## src/rtl/ifstore_bank_gen.sv

```systemverilog
// ifmap store generator: drains an empty_n/read stream into NUM_BANKS ifmap SRAM banks,
// rows interleaved round-robin across banks, starting at a runtime base address.
module ifstore_bank_gen #(
   parameter int unsigned TBITS     = 64,
   parameter int unsigned ADDR_BITS = 11,
   parameter int unsigned NUM_BANKS = 3,
   parameter int unsigned COL_BITS  = 10,
   parameter int unsigned ROW_BITS  = 8
) (
   input  logic                 clk,
   input  logic                 reset,
   input  logic                 start_if_store,
   input  logic                 abort_if_store,
   input  logic [COL_BITS-1:0]  cfg_row_words,
   input  logic [ROW_BITS-1:0]  cfg_num_rows,
   input  logic [ADDR_BITS-1:0] cfg_base_addr,
   input  logic [TBITS-1:0]     ifstore_data_din,
   input  logic                 ifstore_empty_n_din,
   output logic                 ifstore_read_dout,
   output logic                 if_store_busy,
   output logic                 if_store_done,
   output logic [NUM_BANKS-1:0] cen_ifsram,
   output logic [NUM_BANKS-1:0] wen_ifsram,
   output logic [ADDR_BITS-1:0] addr_ifsram,
   output logic [TBITS-1:0]     data_ifsram
);

   localparam int unsigned BANK_BITS = (NUM_BANKS > 1) ? $clog2(NUM_BANKS) : 1;

   typedef enum logic [1:0] {StIdle, StLoad, StDrain, StDone} state_e;

   state_e               state_q, state_d;
   logic                 read_q, read_d;
   logic [COL_BITS-1:0]  col_q, col_d;
   logic [COL_BITS-1:0]  row_words_q, row_words_d;
   logic [ROW_BITS-1:0]  row_q, row_d;
   logic [ROW_BITS-1:0]  num_rows_q, num_rows_d;
   logic [BANK_BITS-1:0] bank_q, bank_d;
   logic [ADDR_BITS-1:0] bank_base_q, bank_base_d;
   logic [ADDR_BITS-1:0] base_q, base_d;
   logic [ADDR_BITS-1:0] addr_q, addr_d;
   logic [TBITS-1:0]     data_q, data_d;
   logic [NUM_BANKS-1:0] cen_q, cen_d;
   logic [NUM_BANKS-1:0] wen_q, wen_d;

   logic acc;
   logic last_word;
   logic last_acc;
   logic cfg_ok;

   assign acc       = read_q & ifstore_empty_n_din;
   assign last_word = (row_q == num_rows_q - ROW_BITS'(1)) &&
                      (col_q == row_words_q - COL_BITS'(1));
   assign last_acc  = acc & last_word;
   assign cfg_ok    = (cfg_row_words != '0) && (cfg_num_rows != '0);

   // Next-state: FSM, read request, address counters and the one-cycle write pipeline
   always_comb begin
      state_d     = state_q;
      read_d      = 1'b0;
      col_d       = col_q;
      row_d       = row_q;
      bank_d      = bank_q;
      bank_base_d = bank_base_q;
      row_words_d = row_words_q;
      num_rows_d  = num_rows_q;
      base_d      = base_q;
      addr_d      = addr_q;
      data_d      = data_q;
      cen_d       = '1;
      wen_d       = '1;

      // An accepted word is written next cycle, even if abort arrives alongside it
      if (acc) begin
         addr_d = base_q + bank_base_q + ADDR_BITS'(col_q);
         data_d = ifstore_data_din;
         cen_d  = ~(NUM_BANKS'(1) << bank_q);
         wen_d  = ~(NUM_BANKS'(1) << bank_q);
         if (col_q == row_words_q - COL_BITS'(1)) begin
            col_d = '0;
            row_d = row_q + ROW_BITS'(1);
            if (bank_q == BANK_BITS'(NUM_BANKS - 1)) begin
               bank_d      = '0;
               bank_base_d = bank_base_q + ADDR_BITS'(row_words_q);
            end else begin
               bank_d = bank_q + BANK_BITS'(1);
            end
         end else begin
            col_d = col_q + COL_BITS'(1);
         end
      end

      unique case (state_q)
         StIdle: begin
            if (start_if_store) begin
               row_words_d = cfg_row_words;
               num_rows_d  = cfg_num_rows;
               base_d      = cfg_base_addr;
               col_d       = '0;
               row_d       = '0;
               bank_d      = '0;
               bank_base_d = '0;
               state_d     = cfg_ok ? StLoad : StDone;
            end
         end
         StLoad: begin
            if (abort_if_store) begin
               state_d = StDone;
            end else if (last_acc) begin
               state_d = StDrain;
            end else begin
               read_d = ifstore_empty_n_din;
            end
         end
         StDrain: begin
            state_d = StDone;
         end
         StDone: begin
            state_d     = StIdle;
            col_d       = '0;
            row_d       = '0;
            bank_d      = '0;
            bank_base_d = '0;
         end
         default: state_d = StIdle;
      endcase
   end

   // State and output registers, cleared asynchronously
   always_ff @(posedge clk or negedge reset) begin
      if (!reset) begin
         state_q     <= StIdle;
         read_q      <= 1'b0;
         col_q       <= '0;
         row_q       <= '0;
         bank_q      <= '0;
         bank_base_q <= '0;
         row_words_q <= '0;
         num_rows_q  <= '0;
         base_q      <= '0;
         addr_q      <= '0;
         data_q      <= '0;
         cen_q       <= '1;
         wen_q       <= '1;
      end else begin
         state_q     <= state_d;
         read_q      <= read_d;
         col_q       <= col_d;
         row_q       <= row_d;
         bank_q      <= bank_d;
         bank_base_q <= bank_base_d;
         row_words_q <= row_words_d;
         num_rows_q  <= num_rows_d;
         base_q      <= base_d;
         addr_q      <= addr_d;
         data_q      <= data_d;
         cen_q       <= cen_d;
         wen_q       <= wen_d;
      end
   end

   assign ifstore_read_dout = read_q;
   assign if_store_busy     = (state_q == StLoad);
   assign if_store_done     = (state_q == StDone);
   assign cen_ifsram        = cen_q;
   assign wen_ifsram        = wen_q;
   assign addr_ifsram       = addr_q;
   assign data_ifsram       = data_q;

endmodule

```

## config.mk

```make
export PLATFORM = sky130hd
export DESIGN_NAME = ifstore_bank_gen
export DESIGN_NICKNAME = d
export VERILOG_FILES = /design/src/rtl/ifstore_bank_gen.sv
export SDC_FILE = /design/constraint.sdc
export NUM_CORES = 1
export LEC_CHECK = 0
export CAP_MARGIN = 0
export CORE_MARGIN = 2
export CORE_UTILIZATION = 54
export CTS_BUF_LIST = sky130_fd_sc_hd__clkbuf_16
export CTS_CLUSTER_DIAMETER = 200
export DETAILED_ROUTE_END_ITERATION = 10
export PLACE_DENSITY_LB_ADDON = 0.12
export SLEW_MARGIN = 20
export SYNTH_ARGS = -nofsm -noshare
export SYNTH_HDL_FRONTEND = slang
export SYNTH_SLANG_ARGS = --single-unit
```

## constraint.sdc

```tcl
create_clock -name clk -period 4 [get_ports clk]
set_clock_uncertainty 0.1 [all_clocks]
set_input_delay 0.4 -clock clk [delete_from_list [all_inputs] [get_ports clk]]
set_output_delay 0.4 -clock clk [all_outputs]
set_load 0.01 [all_outputs]
```

==> results.md <==
- Cts bufs inserted: 17
- Area grow syn2layout: 34.5%
- Initial Utilization: 55.2%
- Register area share after synthesis: about half
- Clock transition at path regs: 0.06 ns
- Critical path class: reg2reg
- DR iter-0 viols: 393
- Clock Tree Buf Depth: 2
- Clock power frac: between 20 and 25%
- Reg power frac: 35.8%
- Top Family by Delay on Critical Path: simple AND/OR/NAND/NOR gates
- Unrepaired setup endpoints after global routing: false
- Final Hold Fails: 0
- Max-Cap Viols: 0
- Leak: roughly 4.5 nW
- Switch Pwr: ~2.2 mW
- N_diodes: 0
- Gr ovfl total: 0
- Reg2Reg Launch Point: row_words_q[1]
- Combinational Power Share: 39.4%
- DP HPWL: 12900 um
- Cells after Synth: about 760
- Critical path peak fanout: 17
- Post-Route WL: 18400 um
- Pre-CTS WS: roughly 0.65 ns
- Cell Rows: 42
- Core area: between 10000 and 15000 um2
- GPL Wtd Cong: 0.898
- Vias/cell: 5.45
- CP startpoint kind: flip-flop
- Total power: 6.54 mW
- Cells after DPL: 1087
- Crit. End Element: flip-flop
- Die extent in x: ~120 um
- Final worst path period share: 85.4%
- Critical path origin: row_words_q[1]
- Top cells by count, synth: nand2_1 (222), dfrtp_1 (138), nor2_1 (37)
- DRC: 0
- First-pass GRT wire length: 30200 um
- FF+latch count, synth: approximately 140
- Final nets: roughly 1100
- Post-synth ARST share: 100%
- Synth area leader: dfrtp_1
- Top-Level Pins: 182
- CP max stage delay: about 0.65 ns
- Layout cell share with drive strength beyond 1: around 8.3%
- Most frequent cell after synthesis: nand2_1
- Antenna viol nets, final: 0
- Maximum clock frequency: slightly below 0.3 GHz
- Yosys warns: 0
- Slew Limit Headroom: a little over a third
- PortBufs: 181
- TritonCTS clock tree: done
- Final Instance Count excl. Fillers: roughly 1100
- CP Data Required Time: ~4.2 ns
- CP cell instances: inv_1, ha_1, nor2b_1, a31oi_1, or3_1, a2111o_1, nor3_4, a31oi_1, a41o_1
- Drt pass-1 iters: 7
- Vias in the first global route: between 6000 and 7000
- H-tree depth: 4
- GRT Resource Usage Total: a little over a quarter
- Area share of the largest cell type after synthesis: between 40% and 50%
- Wirelength per Cell: about 16 um
- Setup ws final: between 0.5 and 0.6 ns
- CTS Hold Buffers Added: 0
- Clock network latency to the later pin of the worst-skew pair: between 0.4 and 0.5 ns
- Commonest register cell after synthesis: dfrtp_1
- Cell-internal power: 4.30 mW
- Post-synth EDFFs: 0
- Hold Path Class: in2async
- Power Density: approximately 670 nW/um2
- Mapped Avg Cell Area: 9.63 um2
- Post-CTS Resized: 0
- VDD IR max: approximately 0.00042 V
- Worst path most repeated cell: a31oi_1
- Die area: ~14000 um2
- Synth unique cells: 58
- Worst Tran Pin Value: roughly 0.96 ns
- Sw Ratio: 34.3%
- Synthesized area: approximately 7300 um2
- Max Slew Vio Count: 0
- Largest net degree at the start of global routing: between 100 and 150
- Mapped Nets: between 800 and 900
- Slowest-stage cell, CP: nor3_4
- Worst Path Arrival: ~3.6 ns
- Post-CTS Setup Bufs: 0
- Worst Path Buf+Inv: 1
- Root Buffer: clkbuf_16
- Clock sinks: between 100 and 150
- Status: complete, no violations
- Fin crit period: between 3 and 4 ns
- Total negative slack: 0 ns
- Setup Viol. Count Final: 0
- Final core occ: roughly 74%
- Initial antenna violation count: 0
- Vert. Die Dim: between 100 and 150 um
- Synth area leaders: dfrtp_1 (47%), nand2_1 (11%), mux2_2 (4.5%)
- Via total after detailed routing: around 6100
==> kinds of logic (layout without fill, tap and decap cells) <==
group,count (synthesis),in the layout,synth area share [%]
AND/OR/NAND/NOR,351,351,21.7
flip-flops,141,141,48.3
AO/OA/AOI/OAI,89,89,8.00
buffers and inverters,61,245,3.60
XOR/XNOR,40,40,4.79
multiplexers,39,39,5.84
adder cells (fa/ha/maj),38,38,7.74
==> power groups by stage <==
| stage | sequential [mW] | combinational (mW) | clock, mW |
|---|---|---|---|
| 2_1_floorplan | 2.42 | 1.30 | 0 |
| 3_3_place_gp | 2.32 | 2.49 | 0 |
| 3_5_place_dp | 2.35 | 2.56 | 0 |
| 4_1_cts | 2.34 | 2.59 | 1.64 |
| 5_1_grt | 2.41 | 2.83 | 1.70 |
| 6_report | 2.34 | 2.58 | 1.62 |
==> routing by layer <==
| layer | share of wire (%) | wire, um | vias to the layer above | GRT usage (%) |
|---|---|---|---|---|
| li1 | - | - | 2903 | - |
| met1 | 41 | 7480 | 2971 | 31.1 |
| met2 | 51 | 9340 | 183 | 46.1 |
| met3 | 5.7 | 1050 | 39 | 7.12 |
| met4 | 2.8 | 514 | 0 | 10.1 |
| met5 | 0 | 0 | - | 0 |
==> layout make-up <==
class                   count  area, um2
clock buffers              17        425
fillers                   955       3410
well taps                 176        220
multi-input cells         557       3520
inverters                  27        101
repair buffers            186       1850
clock inverters            15        181
flip-flops and latches    141       3530
==> metrics by stage <==
step                      hold WS [ns]  instance area (um2)
after floorplan                0.00441                 7310
after global placement           0.356                 9220
after detailed placement         0.361                 9220
after CTS                        0.103                 9830
after global routing             0.113                 9830
final                           0.0262                 9830
==> registers in the layout, summed over array words and instances, names as in the netlist, 8 cells and up <==
| signal | count |
|---|---|
| row_words_q | 10 |
| data_ifsram | 64 |
| bank_base_q | 11 |
| base_q | 11 |
| col_q | 10 |
| addr_ifsram | 11 |
| row_q | 8 |
| num_rows_q | 8 |
==> final timing paths <==
kind	to	slack (ns)	depth (start not counted)
max	row_q[7]	0.58	9
max in group asynchronous	wen_ifsram[2]	2.86	2
max reg2reg	row_q[7]	0.58	9
min reg2reg	data_ifsram[1]	0.37	2
min	row_words_q[3]	0.03	1
min in group clk	data_ifsram[1]	0.37	2
==> cell usage in the layout (no fill, tap or decap), types with 4 or more instances in the layout <==
cell type        netlist  layout
nand2_1              222     221
clkdlybuf4s50_1        0     180
dfrtp_1              138     138
nor2_1                37      36
inv_1                 27      30
mux2_2                29      29
xnor2_1               26      26
ha_1                  26      26
o21ai_0               23      23
a21oi_1               22      22
clkbuf_16              0      17
nor3_1                15      15
xor2_1                14      14
nand3_1               13      13
fa_1                  12      12
mux2i_1               10      10
nor2b_1                9       9
nor4_1                 8       8
a31oi_1                8       8
or3_1                  7       7
nand3b_1               7       7
nand2b_1               6       6
and3_1                 6       6
buf_4                  3       5
a211oi_1               4       4
o31ai_1                4       4
bufinv_16              0       4
Power figures use the tool's default switching activity.
